===== src/rtl/axis_word_fifo.sv =====
// Word FIFO with an AXI-Stream master read side and a strobed write side.
// Optional feature: define AXIS_WORD_FIFO_OVF_CNT_EN to add a saturating overflow counter (ovf_cnt).
module axis_word_fifo #(
  parameter int T_DATA_W = 8,
  parameter int DEPTH    = 16,
  parameter int AF_LEVEL = 14
) (
  input  logic                     ACLK,
  input  logic                     ARESET,
  input  logic [8*T_DATA_W-1:0]    data_word,
  input  logic                     w_en,
  output logic                     full,
  output logic                     almost_full,
  output logic [8*T_DATA_W-1:0]    M_TDATA,
  output logic                     M_TVALID,
  input  logic                     M_TREADY,
  output logic [$clog2(DEPTH):0]   count
`ifdef AXIS_WORD_FIFO_OVF_CNT_EN
  ,
  output logic [15:0]              ovf_cnt
`endif
);

  localparam int AW = $clog2(DEPTH);
  localparam int CW = AW + 1;
  localparam int DW = 8 * T_DATA_W;
  localparam logic [CW-1:0] FULL_LVL = CW'(DEPTH);
  localparam logic [CW-1:0] AF_LVL   = CW'(AF_LEVEL);

  logic [DW-1:0] r_mem [DEPTH];
  logic [AW-1:0] r_wr_ptr;
  logic [AW-1:0] r_rd_ptr;
  logic [CW-1:0] r_count;

  logic w_full;
  logic w_empty;
  logic w_push;
  logic w_pop;

  // Status comes only from the registered count, so no input reaches these outputs combinationally.
  assign w_full  = (r_count == FULL_LVL);
  assign w_empty = (r_count == '0);
  assign w_push  = w_en & ~w_full;
  assign w_pop   = ~w_empty & M_TREADY;

  always_ff @(posedge ACLK or posedge ARESET) begin
    if (ARESET) begin
      r_wr_ptr <= '0;
      r_rd_ptr <= '0;
      r_count  <= '0;
    end else begin
      if (w_push) r_wr_ptr <= r_wr_ptr + 1'b1;
      if (w_pop)  r_rd_ptr <= r_rd_ptr + 1'b1;
      if (w_push && !w_pop)      r_count <= r_count + 1'b1;
      else if (w_pop && !w_push) r_count <= r_count - 1'b1;
    end
  end

  // Storage is not reset; an empty count masks stale contents.
  always_ff @(posedge ACLK) begin
    if (w_push) r_mem[r_wr_ptr] <= data_word;
  end

  assign full        = w_full;
  assign almost_full = (r_count >= AF_LVL);
  assign count       = r_count;
  assign M_TVALID    = ~w_empty;
  assign M_TDATA     = w_empty ? '0 : r_mem[r_rd_ptr];

`ifdef AXIS_WORD_FIFO_OVF_CNT_EN
  logic [15:0] r_ovf_cnt;

  always_ff @(posedge ACLK or posedge ARESET) begin
    if (ARESET) begin
      r_ovf_cnt <= '0;
    end else if (w_en && w_full && (r_ovf_cnt != '1)) begin
      r_ovf_cnt <= r_ovf_cnt + 1'b1;
    end
  end

  assign ovf_cnt = r_ovf_cnt;
`endif

endmodule


===== config.mk =====
export PLATFORM = sky130hd
export DESIGN_NAME = axis_word_fifo
export DESIGN_NICKNAME = d
export VERILOG_FILES = /design/src/rtl/axis_word_fifo.sv
export SDC_FILE = /design/constraint.sdc
export NUM_CORES = 1
export LEC_CHECK = 0
export BUFFER_PORTS_ARGS = -buffer_cell sky130_fd_sc_hd__buf_4
export CAP_MARGIN = 20
export CORE_UTILIZATION = 34
export DETAILED_ROUTE_END_ITERATION = 12
export GPL_ROUTABILITY_DRIVEN = 0
export PLACE_DENSITY_LB_ADDON = 0.05
export SYNTH_ARGS = -nofsm -noshare
export SYNTH_HDL_FRONTEND = slang
export SYNTH_SLANG_ARGS = --single-unit

===== constraint.sdc =====
create_clock -name ACLK -period 18 [get_ports ACLK]
set_input_delay 3.6 -clock ACLK [delete_from_list [all_inputs] [get_ports ACLK]]
set_output_delay 3.6 -clock ACLK [all_outputs]
set_load 0.05 [all_outputs]

; ---- Word-level counts from Yosys, hierarchy flattened
; Memory sizes are Yosys's and may differ from the RTL's.
; Index checks and enable logic that the tools add are counted.
[totals]
reg_bits = 13
ram_bits = 1024
input_bits = 68
output_inout_bits = 72
elab_cells = 25
n_memories = 1
[classes]
n_addsub = 4
n_lt_le_gt_ge = 1
eq_ne = 1
mux = 5
bitwise_logic = 4
reduce_logical = 6
[mem_list]
columns = name, depth, width, read_ports, rd_ports_with_merged_regs, write_ports, line
row1 = r_mem, 16, 64, 1, 0, 1, 30  ; logic [DW-1:0] r_mem [DEPTH];
[op_table]
columns = op, count
row1 = two-way mux 64 bit, 1
row2 = two-way mux 5 bit, 2
row3 = adder 4 x 1 -> 4 bit (second input constant), 2
row4 = adder 5 x 1 -> 5 bit (second input constant), 1
row5 = == test 5 bit (second input constant), 1
row6 = >= comparator 5 x 4 -> 1 bit (second input constant), 1
row7 = zero test 5 bit, 1
row8 = subtractor 5 x 1 -> 5 bit (second input constant), 1
row9 = bitwise AND 1 bit, 2
row10 = logical AND 1 bit, 2
row11 = zero test 1 bit, 2
row12 = two-way mux 1 bit, 2
row13 = NOT 1 bit, 2
row14 = nonzero test 2 bit, 1

; ---- Logic depth before layout (Yosys ltp)
[logic_depth]
depth_word = 7
depth_mapped = 11
mapped_depth_nobuf = 11

; ---- Worst setup path after synthesis
; Ideal clock, no wire load.
[synth_path]
path_kind = input to register
start = in w_en
end = mem r_mem[3][0] (netlist bit), enable pin
setup_ns = 0.564
arrival_ns = 8.636
required_time_ns = 17.436
setup_slack_ns = 8.800
cell_stages = 3
n_path_buf = 0
path_cell_list = a21boi_1 -> nand2_1 -> nor3_1
[synth_via]
elab_chain_len = 3
[synth_rtl]
columns = element, line
row1 = from (decl), 11  ; input logic w_en,
row2 = bitwise AND 1 bit, 43  ; assign w_push = w_en & ~w_full;
row3 = two-way mux 1 bit, 61  ; if (w_push) r_mem[r_wr_ptr] <= data_word;
row4 = two-way mux 1 bit (implied by the code), 61
row5 = to (decl), 30
; No other way between the ends.

; ---- Worst setup path in the final report
[layout_path]
start = reg r_rd_ptr[1]
end = out M_TDATA[48]
[layout_via]
elab_chain_len = 2
[layout_rtl]
columns = element, line
row1 = from (decl), 32  ; logic [AW-1:0] r_rd_ptr;
row2 = from (signal assigned), 53  ; if (w_pop) r_rd_ptr <= r_rd_ptr + 1'b1;
row3 = memory read (16 x 64 bit), --
row4 = two-way mux 64 bit, 68  ; assign M_TDATA = w_empty ? '0 : r_mem[r_rd_ptr];
row5 = to (decl), 14  ; output logic [8*T_DATA_W-1:0] M_TDATA,
; No other way between the ends.

==> impl_results.md <==
* Status: completed
* Iteration-0 DRC Markers at 1305
* Via Count at 17.91k
* Layout Skew at 0.02772 ns
* Ys Warns at 0
* P_int at 5.334 mW
* Final Hold Fails at 0
* Antenna violation net count after detailed routing at 0
* Core box area at 115000 um2
* Number of synthesized flops with an enable pin at 1024
* Crit path from: r_rd_ptr[1]
* RSZ-0062 raised after global routing: no
* Layout Utilization at 40.29%
* Share of layout cells above drive strength 1 at 34.89%
* Clock Path Buffers at 3
* Max-slew violation count at 0
* Drc violations at 0
* Setup TNS at 0 ns
* Post-Syn Instances at 1659
* Die width at 343.4 um
* CTS Buf Count at 117
* Count leader, synth: edfxtp_1
* Post-synth top cells: edfxtp_1, mux4_2, nor2b_1
* Clock latency on the worst-skew pair at 0.71 ns
* CTS tree: built
* Post-Place Worst Slack at 9.680 ns
* NumNets Final at 1954
* Crit path top cell by count: buf_4
* Mapped Nets at 1737
* Worst-path clk slew at 0.06 ns
* Fmax at 113.0 MHz
* Routed len/inst at 29.01 um
* HPWL Detailed at 50.46 mm
* Cell area after synthesis at 39620 um2
* Total congestion overflow at 0
* Sw frac at 34.41%
* CP Launch Type: flop
* Register area share after synthesis at 78.43%
* I/O pins at 140
* HP Class: reg -> reg
* NetSw at 2.799 mW
* Area of the multi-input gates at 8195 um2
* Largest stage delay, worst path at 0.82 ns
* Initial core utilization at 34.46%
* CTS Hold Bufs at 0
* MaxCap Viol Count at 0
* CP max-delay cell: buf_4
* HP Start: count[0]
* Number of synthesized register bits at 1037
* Fin crit period at 8.848 ns
* Area leader, netlist: edfxtp_1
* Crit-path max FO at 46
* Prevailing post-synth register cell: edfxtp_1
* Row count at 124
* First-pass GRT wire length at 144.6 mm
* Pleak at 14.60 nW
* Die height at 343.4 um
* Final Non-Filler Cells at 3484
* Register area at 31090 um2
* Worst slew pin tran at 1.081 ns
* DP Cell Count at 3269
* Crit path required time at 14.40 ns
* Htree depth at 3
* CP Capture Type: output port
* Largest net degree at the start of global routing at 114
* Clock share of power at 28.2%
* Avg Vias per Cell at 5.142
* Die area at 117900 um2
* Fillers at 10.12k
* Synthesis-to-layout area growth at 16.90%
* Vias in the first global route at 19.80k
* Critical path arrival at 5.25 ns
* Clk root buf: clkbuf_16
* Reg-to-reg critical path startpoint: count[1]
* # setup viols final at 0
* # resized after CTS at 0
* Critical path type: reg -> out
* Total GRT Usage at 17.39%
* Cell Chain, Critical Path: buf_4 -> buf_4 -> buf_4 -> mux4_2 -> mux2_2 -> a221o_1 -> buf_4
* PwrDens at 175.6 nW/um2
* Drt total wl at 101.1 mm
* Sink Count at 1037
* # diodes at 0
* PortBufs at 139
* Initial antenna violation count at 6
* Synth cell types at 39
* Post-CTS setup buffers at 0
* Ys async rst share at 1.254%
* Logic pwr share at 34.6%
* First-pass DRT Iterations at 5
* Synth top area cells: edfxtp_1, mux4_2, mux2_2, a221o_1, nor2b_1
* Syn Area/Cell at 23.88 um2
* Tcrit/Tclk final at 49.16%
* Final Worst Setup Slack at 9.152 ns
* Slew HR at 27.95%
* Flop pwr share at 37.3%
* Post-synth top area share at 77.61%
* Max VDD drop at 0.1362 mV
stage by stage:
stage	instance area (um2)	power (mW)	hold WS, ns
after global placement	42630	5.967	0.5961
after CTS	46320	8.298	0.6056
after floorplan	39620	5.048	0.5742
after detailed placement	42630	5.988	0.5961
final	46320	8.133	0.5935
after global routing	46320	8.492	0.6463
layer usage:
metal / vias to the layer above / track usage (%) / part of all wire [%]
met5: - / 0 / 0.070
met4: 12 / 4.269 / 2.1
met3: 152 / 3.211 / 3.8
met2: 324 / 29.07 / 50
met1: 9869 / 23.48 / 44
li1: 7557 / - / -
path summary, 6_finish.rpt:
| kind | to | slack, ns | cells past startpoint |
|---|---|---|---|
| worst max-delay path | M_TDATA[48] | 9.15 | 7 |
| max in group asynchronous | r_rd_ptr[3] | 14.62 | 2 |
| worst min register to register | count[0] | 0.59 | 1 |
| worst max register to register | r_mem[6][23] | 14.08 | 6 |
| worst min-delay path | count[0] | 0.59 | 1 |
| min in group asynchronous | count[0] | 2.96 | 2 |
power groups by stage:
stage	clock, mW	sequential (mW)	combinational (mW)
final	2.29	3.03	2.81
after global routing	2.43	3.06	3.00
after CTS	2.35	3.04	2.91
after detailed placement	0	3.09	2.90
after global placement	0	3.08	2.89
after floorplan	0	3.04	2.01
logic make-up after synthesis:
kind of cell,after synthesis,synth area share (%)
adder cells (fa/ha/maj),10,0.3348
XOR/XNOR,9,0.1990
AO/OA/AOI/OAI,76,1.841
flip-flops,1037,78.43
multiplexers,323,16.45
AND/OR/NAND/NOR,108,1.532
buffers and inverters,96,1.213
critical path, delay by kind of cell, from the launching register on:
kind / cells / cell delay (ns)
buf+inv: 4 / 2.50
compound gates: 1 / 0.38
flops: 1 / 0.71
mux: 2 / 0.87
state kept, by name, summed over array words and instances (netlist names):
register	count
r_mem	1024
count	5
r_rd_ptr	4
r_wr_ptr	4
layout make-up:
type | count | area share [%]
Tap cell | 1512 | 4.085
Inverter | 7 | 0.05673
Clock inverter | 69 | 1.313
Timing Repair Buffer | 187 | 3.085
Sequential cell | 1037 | 67.12
Clock buffer | 146 | 6.648
Multi-Input combinational cell | 526 | 17.69
cell usage in the layout (no fill, tap or decap), drive strengths merged, types with 2 or more instances in the layout:
cell type / netlist / layout
mux4: 256 / 256
xnor2: 7 / 7
edfxtp: 1024 / 1024
o21ai: 3 / 3
dfrtp: 13 / 13
clkbuf: 29 / 146
xor2: 2 / 2
mux2i: 3 / 3
nor2b: 65 / 65
bufinv: 0 / 9
a221o: 63 / 63
nor2: 16 / 16
nor3: 6 / 6
nand2: 11 / 11
clkinvlp: 0 / 3
buf: 60 / 187
ha: 9 / 9
nand3: 2 / 2
clkinv: 0 / 54
inv: 7 / 10
a211oi: 2 / 2
mux2: 64 / 64
nand2b: 2 / 2
Note: power is estimated with default switching activity, not from simulation.
